`src/rtl/hazard_ctrl.sv`:
```
// Pipeline scheduler for the 5-stage MIPS core: stalls, flushes,
// EX/JR forwarding selects and multi-cycle MUL sequencing.
module hazard_ctrl #(
  parameter int MUL_CYCLES = 4,
  parameter int CNT_W      = 4
) (
  input  logic       clk,
  input  logic       rst_n,
  input  logic [4:0] id_rs,
  input  logic [4:0] id_rt,
  input  logic       id_use_rs,
  input  logic       id_use_rt,
  input  logic       id_is_jump,
  input  logic       id_is_jr,
  input  logic [4:0] ex_rs,
  input  logic [4:0] ex_rt,
  input  logic [4:0] ex_wr_addr,
  input  logic       ex_reg_write,
  input  logic       ex_mem_read,
  input  logic       ex_is_mul,
  input  logic       ex_branch_taken,
  input  logic [4:0] mem_wr_addr,
  input  logic       mem_reg_write,
  input  logic       mem_mem_read,
  input  logic [4:0] wb_wr_addr,
  input  logic       wb_reg_write,
  output logic       pc_write_en,
  output logic       if_id_write_en,
  output logic       id_ex_write_en,
  output logic       if_id_flush,
  output logic       id_ex_flush,
  output logic       ex_mem_bubble,
  output logic [1:0] forward_a,
  output logic [1:0] forward_b,
  output logic       forward_jr,
  output logic       mul_start,
  output logic       mul_busy
);

  typedef enum logic {RUN, MUL_WAIT} state_t;

  localparam int LOAD = (MUL_CYCLES > 1) ? MUL_CYCLES - 2 : 0;
  localparam logic [CNT_W-1:0] CNT_LOAD = CNT_W'(LOAD);

  state_t           state, state_n;
  logic [CNT_W-1:0] cnt, cnt_n;
  logic             mul_stall;
  logic             start_c, busy_c;
  logic             load_use, jr_haz;
  logic             mem_alu;

  // $0 is hardwired, so it never aliases a producer
  function automatic logic hit(input logic [4:0] a,
                               input logic [4:0] b);
    return (a != 5'd0) && (a == b);
  endfunction

  assign mem_alu = mem_reg_write & ~mem_mem_read;

  assign load_use = ex_mem_read & ex_reg_write &
    ((id_use_rs & hit(id_rs, ex_wr_addr)) |
     (id_use_rt & hit(id_rt, ex_wr_addr)));

  assign jr_haz = id_is_jr &
    ((ex_reg_write & hit(ex_wr_addr, id_rs)) |
     (mem_mem_read & hit(mem_wr_addr, id_rs)));

  always_ff @(posedge clk or negedge rst_n) begin
    if (!rst_n) begin
      state <= RUN;
      cnt   <= '0;
    end else begin
      state <= state_n;
      cnt   <= cnt_n;
    end
  end

  always_comb begin
    state_n   = state;
    cnt_n     = cnt;
    mul_stall = 1'b0;
    start_c   = 1'b0;
    busy_c    = 1'b0;
    unique case (state)
      RUN: begin
        if (ex_is_mul) begin
          start_c = 1'b1;
          if (MUL_CYCLES > 1) begin
            mul_stall = 1'b1;
            state_n   = MUL_WAIT;
            cnt_n     = CNT_LOAD;
          end
        end
      end
      MUL_WAIT: begin
        busy_c = 1'b1;
        if (cnt != '0) begin
          mul_stall = 1'b1;
          cnt_n     = cnt - CNT_W'(1);
        end else begin
          state_n = RUN;
        end
      end
    endcase
  end

  always_comb begin
    pc_write_en    = 1'b1;
    if_id_write_en = 1'b1;
    id_ex_write_en = 1'b1;
    if_id_flush    = 1'b0;
    id_ex_flush    = 1'b0;
    ex_mem_bubble  = 1'b0;
    mul_start      = start_c;
    mul_busy       = busy_c;
    forward_a      = 2'b00;
    forward_b      = 2'b00;
    forward_jr     = 1'b0;
    if (!rst_n) begin
      pc_write_en    = 1'b0;
      if_id_write_en = 1'b0;
      id_ex_write_en = 1'b0;
      if_id_flush    = 1'b1;
      id_ex_flush    = 1'b1;
      ex_mem_bubble  = 1'b1;
      mul_start      = 1'b0;
      mul_busy       = 1'b0;
    end else begin
      if (mem_alu && hit(mem_wr_addr, ex_rs))
        forward_a = 2'b10;
      else if (wb_reg_write && hit(wb_wr_addr, ex_rs))
        forward_a = 2'b01;
      if (mem_alu && hit(mem_wr_addr, ex_rt))
        forward_b = 2'b10;
      else if (wb_reg_write && hit(wb_wr_addr, ex_rt))
        forward_b = 2'b01;
      forward_jr = id_is_jr & mem_alu & hit(mem_wr_addr, id_rs);

      if (mul_stall) begin
        pc_write_en    = 1'b0;
        if_id_write_en = 1'b0;
        id_ex_write_en = 1'b0;
        ex_mem_bubble  = 1'b1;
      end else if (ex_branch_taken) begin
        if_id_flush = 1'b1;
        id_ex_flush = 1'b1;
      end else if (load_use || jr_haz) begin
        pc_write_en    = 1'b0;
        if_id_write_en = 1'b0;
        id_ex_flush    = 1'b1;
      end else if (id_is_jump || id_is_jr) begin
        if_id_flush = 1'b1;
      end
    end
  end

endmodule

```
`config.mk`:
```
export PLATFORM = sky130hd
export DESIGN_NAME = hazard_ctrl
export DESIGN_NICKNAME = d
export VERILOG_FILES = /design/src/rtl/hazard_ctrl.sv
export SDC_FILE = /design/constraint.sdc
export NUM_CORES = 1
export LEC_CHECK = 0
export ABC_CLOCK_PERIOD_IN_PS = 2400
export BUFFER_PORTS_ARGS = -buffer_cell sky130_fd_sc_hd__buf_2
export CAP_MARGIN = 25
export CELL_PAD_IN_SITES_DETAIL_PLACEMENT = 1
export CELL_PAD_IN_SITES_GLOBAL_PLACEMENT = 1
export CORE_MARGIN = 2
export CORE_UTILIZATION = 27
export CTS_CLUSTER_DIAMETER = 30
export DETAILED_ROUTE_END_ITERATION = 16
export PLACE_DENSITY_LB_ADDON = 0.25
export SKIP_CTS_REPAIR_TIMING = 1
export SLEW_MARGIN = 20
export SYNTH_ARGS = -nofsm -noshare
export SYNTH_HDL_FRONTEND = slang
export SYNTH_SLANG_ARGS = --single-unit
```
`constraint.sdc`:
```
create_clock -name clk -period 2.4 [get_ports clk]
set_input_delay 0.48 -clock clk [delete_from_list [all_inputs] [get_ports clk]]
set_output_delay 0.48 -clock clk [all_outputs]
set_load 0.05 [all_outputs]
```
==> results of run 1 <==
==> power groups by stage <==
stage                     clock network [W]  logic (W)  registers [W]
after CTS                          0.000104   0.000581       0.000178
final                             0.0000981   0.000629       0.000181
after detailed placement                  0   0.000571       0.000178
after global routing               0.000110   0.000686       0.000192
after floorplan                           0   0.000409       0.000151
after global placement                    0   0.000541       0.000173
==> state kept, by name, summed over array words and instances (netlist names) <==
register and cells:
cnt 4, state 1
==> per-stage QoR <==
| step | setup slack (ns) | power [W] |
|---|---|---|
| global route | -0.2971 | 0.0009880 |
| detailed placement | -0.3313 | 0.0007490 |
| CTS | -0.3383 | 0.0008628 |
| floorplan | -0.1725 | 0.0005602 |
| global placement | -0.2576 | 0.0007132 |
| finish | -0.2395 | 0.0009080 |
==> worst max-delay path by stage <==
| stage | depth (start not counted) | end | from | slack, ns |
|---|---|---|---|---|
| 6_report | 7 | if_id_flush | id_rs[1] | -0.24 |
| 3_3_place_gp | 7 | if_id_flush | id_rs[1] | -0.26 |
| 2_1_floorplan | 8 | pc_write_en | cnt[0]$_DFFE_PN0P_ | -0.17 |
| 3_5_place_dp | 7 | if_id_flush | ex_wr_addr[1] | -0.33 |
| 4_1_cts | 7 | if_id_flush | ex_wr_addr[1] | -0.34 |
| 5_1_grt | 7 | if_id_flush | id_rs[1] | -0.30 |
==> cell type report <==
| class | count | area [um^2] | area share (%) |
|---|---|---|---|
| Timing Repair Buffer | 79 | 485.5 | 33.53 |
| Multi-Input combinational cell | 90 | 743.2 | 51.34 |
| Inverter | 6 | 26.28 | 1.815 |
| Tap cell | 33 | 41.29 | 2.852 |
| Clock buffer | 4 | 26.28 | 1.815 |
| Sequential cell | 5 | 125.1 | 8.643 |
==> cell families after synthesis <==
| logic type | count (synthesis) | share of synthesized area (%) |
|---|---|---|
| and+or+nand+nor | 40 | 28.06 |
| xor gates and xnor gates | 36 | 38.01 |
| AOI/OAI and AO/OA | 13 | 13.27 |
| buffers and inverters | 8 | 4.072 |
| DFF | 5 | 15.08 |
| adders and majority gates | 1 | 1.508 |
==> synthesized netlist by cell type <==
cell type   n
nand4_1     2
and3_2      1
or4_1       5
nand3b_1    1
nor3_1      2
inv_1       6
nand2b_1    1
nor4_1      6
a22oi_1     1
nand4b_1    1
o21ai_0     3
o211ai_1    1
o2111ai_1   1
xor2_1     21
nor2_1      6
dfrtp_1     5
xnor2_1    15
nor2b_1     1
nand3_1     4
nand2_1     4
a221o_1     1
o21a_1      1
o211ai_2    1
and2_1      3
a311oi_2    1
buf_4       1
ha_1        1
nor3b_1     3
a32oi_1     1
a21o_1      1
a2111oi_1   1
clkbuf_1    1
==> worst max-delay path: stages <==
cell       delay, ns
buf_2           0.10
or4_1           0.53
o2111ai_2       0.18
a2111oi_1       0.12
a311oi_2        0.37
a221o_2         0.22
buf_6           0.15
==> metal layers <==
metal,share of wire [%],vias to the layer above
li1,-,530
met1,38,525
met2,58,33
met3,4.3,0
met4,0,0
met5,0,-
==> summary.md, run 1 <==
The flow ran to the end, but the final reports show violations. The final reports fail on negative setup slack. TritonCTS built the clock tree. Between clock sinks in the finished design, the worst skew comes to 0.007883 ns.

Static timing analysis puts the maximum clock frequency at 378.9 MHz. Of the cells placed in the final design, the portion with a size suffix greater than 1 is 52.72%. The total negative setup slack is -0.8623 ns, and the number of endpoints with negative hold slack in the final report is 0. The least setup slack across all paths after layout was -0.2395 ns; the area of placed instances was 1338 um^2. The number of global-route vias before repair is 1189, and the half-perimeter wire length after detailed placement is 2.817 mm.

By startpoint and endpoint, the worst setup path is classified as in -> out. The logs give 0.1593 ns for the worst-case hold slack and 0 for the max-cap check violation count. Met1 demand-to-capacity share in global routing: 21.26%. In this run, CTS created clock tree buffers numbering 3.

The cell taking the most area after synthesis is xor2_1. The final layout contains 234 nets. Cell internal power was estimated by the tool at 0.0004555 W.

Number of pins exceeding their max-slew limit in the final report: 0. The die covers 3532 um^2. The total placed cells including tap cells is 211.

The worst register-to-register path begins at cnt[0]$_DFFE_PN0P_. Headroom to the max-slew limit came out at 69.91%. The initial utilization of the core area, before any placement, comes to 27.86%. Detailed routing inserted a total of 1088 vias. Once layout is complete, the utilization of the core stands at 48.61%. The clock passes through at most 2 buffers.

The tools report the sequential fraction of the synthesis area as 15.08%. The kind of launch point of the worst setup path was a primary input. The repair_antennas step left the layout with diodes totalling 0. After synthesis the netlist holds a flip-flop and latch count of 5. The most frequent standard cell in the layout excluding fill and tap cells is buf_2. The signed area change from the synthesized netlist to the final layout works out to 74.51%. The die height was 59.43 um; the combinational fraction of design power was 69.2%. By area the synthesized netlist is led by xor2_1, xnor2_1, dfrtp_1. The smallest clock period supported by the final layout is computed as 2.639 ns.

The number of antenna violations at the first check in global routing was 0; the cell row count was 20. The top cell types in the final layout, fill and taps aside, are buf_2, xor2_1, buf_4. The worst hold path class is in -> async.

The run gives 103 as the gate count after technology mapping. The tools report the number of non-filler instances in the completed layout as 217. Dividing the final minimum period by the clock period gives 110.0%. The wire length of the first global-routing pass was 5.340 mm.

The distinct cell type count of the synthesized netlist is 32. In the global route stage, met3 resource usage came out at 3.493%. The number of warnings printed during yosys synthesis came out at 0.

Clock network power share: 10.8%. For the number of levels the H-tree was split into, the log shows 1. The clock insertion delay at the later pin of the skew report was 0.24 ns; the switching power of the nets was 0.0004525 W. Entering global routing, the biggest net connects 12 pins.

In this run the critical register-to-register path is captured at cnt[3]$_DFFE_PN0P_. The slack of the worst reg-to-reg path is 0.75 ns. For this run, design rule violations remaining after detail routing come to 0. After clock tree synthesis, the clock-pin slew on the worst setup and hold paths is 0.05 ns. IR analysis of the VDD net gives a maximum drop of 0.0001739 V. Setup violations remaining at the end of the flow were counted as 4. At the end of routability-driven placement, the weighted congestion stood at 0.7597. The final design instance area without fill was 1448 um^2. In the final routed layout, each cell accounts on average for 14.83 um.

STA classifies the critical path endpoint as an output port. Setup repair after global routing could not meet its margin everywhere. Of the total power, the share spent switching nets is 49.84%.

The number of clock sinks came out at 5. For met2 alone, demand over resource in global routing was 39.56%. Counting every net in the synthesized netlist gives 152.

The leakage component of the power is 0.6745 nW. 61 I/O pins were placed. The data arrival at the endpoint of the critical path was 2.16 ns. Sequential cells account for 20.0% of the total power. In this run the worst path has a maximum fanout of 3. Using the TritonRoute via totals, the vias-per-cell ratio works out to 5.014. The count of nets left with antenna violations after detail routing came out at 0.

The overall overflow remaining after global route is 0, and the final wirelength is 3.219 mm. The power per cell area is 627.3 nW/um^2. The overall track demand over capacity in global routing is 19.43%.

The tools report the number of fill cells in the layout as 396. Summed over its instances, the top area cell type makes up 22.17% of the synthesized netlist area. The root buffer cell chosen for the clock tree is clkbuf_4.

Buffers placed on the I/O ports in this run total 60. Critical path required time: 1.92 ns. The detailed router finished its first iteration with 37 violations. The netlist area before placement was 829.5 um^2; the core footprint was 2978 um^2. The synthesized area per cell is 8.054 um^2, and the width of the die is 59.43 um.

For this run, the detailed router's first-pass iteration total came to 3. The actual slew at the worst max-slew pin is 0.4502 ns, and the depth of the worst register-to-register path is 8. The busiest layer in global routing was met2.
(Power assumes the default switching activity.)
==> inputs of run 2 (changes only) <==
--- a/config.mk
+++ b/config.mk
@@ -11,11 +11,12 @@
 export CELL_PAD_IN_SITES_DETAIL_PLACEMENT = 1
 export CELL_PAD_IN_SITES_GLOBAL_PLACEMENT = 1
 export CORE_MARGIN = 2
-export CORE_UTILIZATION = 27
+export CORE_UTILIZATION = 28
+export CTS_BUF_LIST = sky130_fd_sc_hd__clkbuf_4 sky130_fd_sc_hd__clkbuf_8
 export CTS_CLUSTER_DIAMETER = 30
 export DETAILED_ROUTE_END_ITERATION = 16
 export PLACE_DENSITY_LB_ADDON = 0.25
-export SKIP_CTS_REPAIR_TIMING = 1
+export RECOVER_POWER = 100
 export SLEW_MARGIN = 20
 export SYNTH_ARGS = -nofsm -noshare
 export SYNTH_HDL_FRONTEND = slang
==> summary.md, run 2 (synthesized netlist as in run 1, its figures left out) <==
The run finished, with violations left. The final reports fail on negative setup slack. The number of clock sinks was 5. In the routed design, unresolved DRC markers number 0. The maximum clock frequency is 385.4 MHz.

For this design, the slowest cell found on the critical path is or4_4. Largest net degree at the start of global routing: 12. Among cell families on the critical path, the largest total delay comes from compound AO/OA/AOI/OAI gates.

The actual slew at the worst max-slew pin was 0.5884 ns. For the worst setup path, the data arrival time is 2.11 ns. The count of buffering cells on the critical path with inverters included was 2; the post-detailed-route via-to-cell ratio was 5.056. The die height was 58.43 um; the number of buffer cells added on primary ports was 60. The diode insertion count for antenna repair was 0; the biggest fanout along the worst timing path was 3. The number of hold buffers added after CTS is 0, and the number of flip-flops under the largest register name is 4.

The kind of launch point of the worst setup path was a primary input. At the later pin of the worst-skew pair, clock insertion delay measures 0.25 ns. CTS root buffer: clkbuf_4. The least setup slack across all paths after layout is -0.1949 ns. The number of antenna violations at the first check in global routing came out at 0. The proportion of layout cells with a drive suffix above 1 is 51.91%. The slack of the worst reg-to-reg path came out at 0.83 ns. The logs give 61 for the number of top-level design ports and 214 for the number of non-filler instances in the completed layout. The average wire length per cell after detail routing was 14.26 um. The final critical delay including setup and external delays was 2.595 ns; the max-slew headroom at the worst pin was 60.94%.

Setup repair after global routing could not meet its margin everywhere. The most flop-heavy register is cnt. The overall track demand over capacity in global routing is 18.74%.

TritonCTS built the clock tree. The initial standard-cell utilization of the core is 29.82%. The die covers 3414 um^2.

Setup violations remaining at the end of the flow were counted as 4. The leakage component of the power was 0.6599 nW. STA puts the critical path data required time at 1.92 ns. The final route contains 1082 vias.

Routability-driven placement finished with a final weighted congestion of 0.8224. The tools report the worst slack at placement as -0.3065 ns. The largest registers in the layout are cnt (4), state (1).

The logs give 0 for the overall overflow remaining after global route and 3 for the total CTS buffers. Cells fill 51.06% of the core in the end. The number of levels the H-tree was split into is 1, and the depth of the worst register-to-register path is 8. Startpoint of the worst-slack reg-to-reg timing path: cnt[0]$_DFFE_PN0P_.

After clock tree synthesis, the clock-pin slew on the worst setup and hold paths is 0.05 ns. The final critical path takes up 108.1% of the cycle. In this run the critical register-to-register path is captured at cnt[3]$_DFFE_PN0P_. STA classifies the critical path endpoint as an output port.

Number of global-route vias before repair: 1197. The tool flagged a number of max-cap violations equal to 0. Detailed placement finished with a half-perimeter wire length of 2.713 mm.

Worst hold path class: in -> async. The number of endpoints with negative hold slack in the final report came out at 0. The floorplan step defined a core boundary enclosing 2781 um^2. The detailed router finished its first iteration with 9 violations. The run gives 0 as the number of pins exceeding their max-slew limit in the final report. At the end of the flow, the number of nets in the layout was 233. The width of the die is 58.43 um. On the final layout, the worst clock skew is 0.003082 ns. Summed over all layers, the routed wires come to 3.052 mm. On the final layout, the worst hold slack is 0.2805 ns.

The power per cell area works out to 614.9 nW/um^2. Once detail routing completed, the nets flagged for antenna violations numbered 0. The floorplan has 19 rows.

VDD sags by at most 0.0007231 V. In the layout the commonest cells are buf_2, xor2_1, buf_4. The total power after layout is 0.0008733 W. The signal on the critical path passes through buf_2, or4_4, o2111ai_2, a2111oi_2, a311oi_2, a221o_2, buf_6. After detailed placement, the design holds a cell count of 208. Leaving out fill and tap cells, the most frequent cell in the layout is buf_2. The first TritonRoute pass finished after 4 iterations. Relative to the synthesized area, the layout overhead comes to 71.19%. Critical path class: in -> out.

The maximum count of clock buffers along a single path is 2. The first global-routing pass estimated 5.002 mm of wire. The largest single stage delay on the critical path is 0.53 ns.
-- run 2: cell types whose count changed in the layout (fill, tap and decap cells not counted), sizes merged --
cell / change
buf: -3
clkbuf: +1
clkinv: +1
-- run 2: area by class of cell --
cell class	instances	area, um^2
fillers	368	1361
multi-input cells	90	744.5
repair buffers	78	457.9
flip-flops and latches	5	125.1
well taps	31	38.79
inverters	6	26.28
clock buffers	3	22.52
clock inverters	1	5.005
-- run 2: through the flow --
step / TNS (ns) / cell area [um^2]
finish: -0.6818 / 1420
global route: -1.100 / 1420
CTS: -0.8891 / 1408
detailed placement: -1.109 / 1328
global placement: -0.9136 / 1328
floorplan: -0.2639 / 879.6
-- run 2: where the power goes --
group	internal (W)	switching [W]	total, W
Sequential	0.000129	0.0000470	0.000176
Combinational	0.000243	0.000355	0.000598
Clock	0.0000605	0.0000387	0.0000992
Total	0.000432	0.000441	0.000873
-- run 2: layer usage --
layer | global-route usage [%] | vias up | part of all wire, %
li1 | - | 528 | -
met1 | 18.23 | 511 | 35
met2 | 39.65 | 39 | 57
met3 | 3.956 | 4 | 6.9
met4 | 2.990 | 0 | 1.1
met5 | 0 | - | 0
-- run 2: worst max path at each step --
stage	start	to	cells past startpoint
5_1_grt	id_rs[1]	if_id_flush	7
4_1_cts	id_rs[1]	if_id_flush	7
3_5_place_dp	id_rs[1]	if_id_flush	7
2_1_floorplan	cnt[0]$_DFFE_PN0P_	pc_write_en	8
6_report	id_rs[1]	if_id_flush	7
3_3_place_gp	id_rs[1]	if_id_flush	7
-- run 2: worst reg2reg max path, stage by stage (launching register included) --
cell	delay, ns
dfrtp_1	0.34
inv_1	0.07
ha_1	0.23
nor3b_1	0.16
buf_4	0.14
nor4_1	0.24
xor2_1	0.18
nand2_1	0.06
o21ai_0	0.08
-- run 2: repair_timing --
item | CTS | global route
setup endpoints to repair | 6 | 9
gates resized for setup | 15 | 3
setup buffers | 0 | 2
endpoints found under the hold margin | 0 | 0
pin swaps | 3 | 5
==> inputs of run 3 (changes only) <==
--- a/config.mk
+++ b/config.mk
@@ -6,15 +6,14 @@
 export NUM_CORES = 1
 export LEC_CHECK = 0
 export ABC_CLOCK_PERIOD_IN_PS = 2400
-export BUFFER_PORTS_ARGS = -buffer_cell sky130_fd_sc_hd__buf_2
 export CAP_MARGIN = 25
 export CELL_PAD_IN_SITES_DETAIL_PLACEMENT = 1
 export CELL_PAD_IN_SITES_GLOBAL_PLACEMENT = 1
-export CORE_MARGIN = 2
-export CORE_UTILIZATION = 28
+export CORE_UTILIZATION = 30
 export CTS_BUF_LIST = sky130_fd_sc_hd__clkbuf_4 sky130_fd_sc_hd__clkbuf_8
 export CTS_CLUSTER_DIAMETER = 30
 export DETAILED_ROUTE_END_ITERATION = 16
+export DONT_BUFFER_PORTS = 1
 export PLACE_DENSITY_LB_ADDON = 0.25
 export RECOVER_POWER = 100
 export SLEW_MARGIN = 20
==> summary.md, run 3 (synthesized netlist as in run 1, its figures left out) <==
After clock tree synthesis, the clock-pin slew on the worst setup and hold paths is 0.04 ns. The worst setup path is launched from a primary input. The critical path required time was 1.92 ns.

TritonCTS built the clock tree. After routing the design area is 1105 um^2. On the final layout, the worst clock skew is 0.004675 ns. Hold-critical path depth: 1. The number of flip-flops under the largest register name is 4, and the total negative setup slack is -0.2610 ns.

The largest net degree at the start of global routing is 11. The half-perimeter wire length after detailed placement came out at 2.282 mm. In the final routed layout, each cell accounts on average for 17.05 um.

The later pin in the worst-skew pair is clocked with a latency of 0.24 ns. The cell row count came out at 18. The number of antenna violations at the first check in global routing is 0, and the actual slew at the worst max-slew pin is 0.6942 ns. Once detail routing completed, the nets flagged for antenna violations numbered 0. The proportion of layout cells with a drive suffix above 1 works out to 25.00%. The biggest fanout along the worst timing path is 3, and the overall track demand over capacity in global routing is 18.98%. Placer's final routability congestion estimate: 0.8180. The analysis attributes to cell leakage a power of 0.4033 nW. The diode insertion count for antenna repair is 0, and the maximum count of clock buffers along a single path is 2.

Leaving out fill and tap cells, the most frequent cells in the layout are xor2_1, xnor2_1, nor2_1, clkbuf_4. In this run, CTS created clock tree buffers numbering 3. The cell with the largest stage delay on the worst path was or4_1. Counting every sink on the clock net gives 5.

The area growth from synthesis to layout is 33.18%. In the routed design, unresolved DRC markers number 0. The final layout contains routed wiring with a total length of 2.558 mm.

The count of buffering cells on the critical path with inverters included was 0; the critical path's largest stage delay was 0.53 ns. The endpoint identified for the worst register-to-register timing path is cnt[3]$_DFFE_PN0P_. In this run the horizontal extent of the chip is 54.59 um. For this run, the post-layout net count is 170. Length of the first detailed-routing pass in iterations: 3. The tools report the maximum clock frequency as 400.6 MHz. The kind of cell adding the most delay to the critical path is compound AO/OA/AOI/OAI gates.

The number of cells on the worst reg-to-reg path is 8. The placed instances occupy a cell area of 1066 um^2. The critical path goes through or4_1, o2111ai_2, a2111oi_2, a311oi_2, a221o_2.

The max-cap check violation count is 0. The flow ran to the end, but the final reports show violations. Peak ir drop on the vdd network: 0.0005709 V. The core region is 2545 um^2. The most flop-heavy register is cnt.

The die covers 2980 um^2. The number of pins exceeding their max-slew limit in the final report was 0; the initial standard-cell utilization of the core was 32.60%. 61 I/O pins were placed.

The die is 54.59 um tall. The run gives 2.02 ns as the data arrival at the endpoint of the critical path. The number of global-route vias before repair came out at 870. The wire length of the first global-routing pass was 4.071 mm; the final number of setup-violating endpoints was 4. The post-detailed-route via-to-cell ratio is 5.620. For the number of endpoints with negative hold slack in the final report, the log shows 0. The worst-case hold slack came out at 0.3558 ns.

The startpoint identified for the worst register-to-register timing path is cnt[0]$_DFFE_PN0P_. In this run the most critical hold path is launched from ex_is_mul. The count of buffers added on input and output ports is 0. The tools report the CTS root buffer as clkbuf_4. The tools report the number of fill cells in the layout as 304. The final reports fail on negative setup slack. The tools report the slack of the worst reg-to-reg path as 0.78 ns. For this block, the initial DRC count from the detailed router was 3. Global routing finished with a remaining overflow of 0. For the finished layout, the period the worst path requires is 2.496 ns. The path class of the tightest hold or removal check is in -> reg.

The critical path in this run is classified as in -> out. The run gives 43.41% as the core occupancy in the finished layout. The most frequent standard cell in the layout excluding fill and tap cells is xor2_1. The power per cell area works out to 723.7 nW/um^2.

STA classifies the critical path endpoint as an output port. Across all layers, the routed design uses 843 vias. In this run the tightest slew margin relative to its limit is 53.69%.

The number of levels the H-tree was split into was 1. For hold timing, the worst endpoint is cnt[3]$_DFFE_PN0P_. In the final layout, the registers with the most flip-flops are cnt (4), state (1). Setup repair after global routing could not meet its margin everywhere. For the least setup slack across all paths after layout, the log shows -0.09644 ns. The period utilization came out at 104.0%.
==> run 3: changes by cell type in the layout (fill, tap and decap cells not counted), sizes merged <==
cell,change
clkbuf,+6
buf,-69
clkinv,-1
dlygate4sd3,+1
==> run 3: final cells by class <==
class,count,area (um^2),area share [%]
Sequential cell,5,125.1,11.33
Clock buffer,4,30.03,2.718
Multi-Input combinational cell,90,742.0,67.16
Tap cell,30,37.54,3.398
Timing Repair Buffer,15,143.9,13.02
Inverter,6,26.28,2.378
==> run 3: per-stage QoR <==
stage	setup slack, ns	total power [W]	cells
floorplan	-0.1725	0.0005602	103
global placement	-0.09905	0.0006738	145
detailed placement	-0.09453	0.0006938	145
CTS	-0.09160	0.0008185	150
global route	-0.1911	0.0008642	150
finish	-0.09644	0.0007995	150
==> run 3: layer usage <==
metal	GRT usage, %	up-vias	routed length (um)
met1	20.69	392	970
met5	0	-	0
met3	4.167	4	188
li1	-	404	-
met2	35.94	43	1375
met4	5.128	0	24
==> run 3: power breakdown <==
group | total [W] | leakage (nW) | switching, W | internal (W)
Clock | 0.000107 | 0.0184 | 0.0000333 | 0.0000740
Sequential | 0.000181 | 0.0587 | 0.0000517 | 0.000130
Combinational | 0.000511 | 0.326 | 0.000301 | 0.000209
Total | 0.000800 | 0.403 | 0.000386 | 0.000413
==> run 3: worst register-to-register path, stage by stage, from the launching register on <==
cell and delay, ns:
dfrtp_1 0.35, inv_1 0.07, ha_1 0.23, nor3b_2 0.17, clkbuf_4 0.14, nor4_1 0.26
xor2_1 0.18, nand2_1 0.06, o21ai_0 0.09
==> run 3: worst max path at each step <==
stage / startpoint / end / cells past startpoint
2_1_floorplan: cnt[0]$_DFFE_PN0P_ / pc_write_en / 8
3_3_place_gp: id_rs[1] / if_id_flush / 5
3_5_place_dp: ex_wr_addr[1] / if_id_flush / 5
4_1_cts: id_rs[1] / if_id_flush / 5
5_1_grt: id_rs[1] / if_id_flush / 5
6_report: id_rs[1] / if_id_flush / 5
==> run 3: timing repair <==
item	4_1_cts	5_1_grt
resized for setup	3	1
pin swaps	2	3
hold buffers	1	0
setup buffers	0	0
setup endpoints to repair	4	4
hold endpoints to repair	5	0
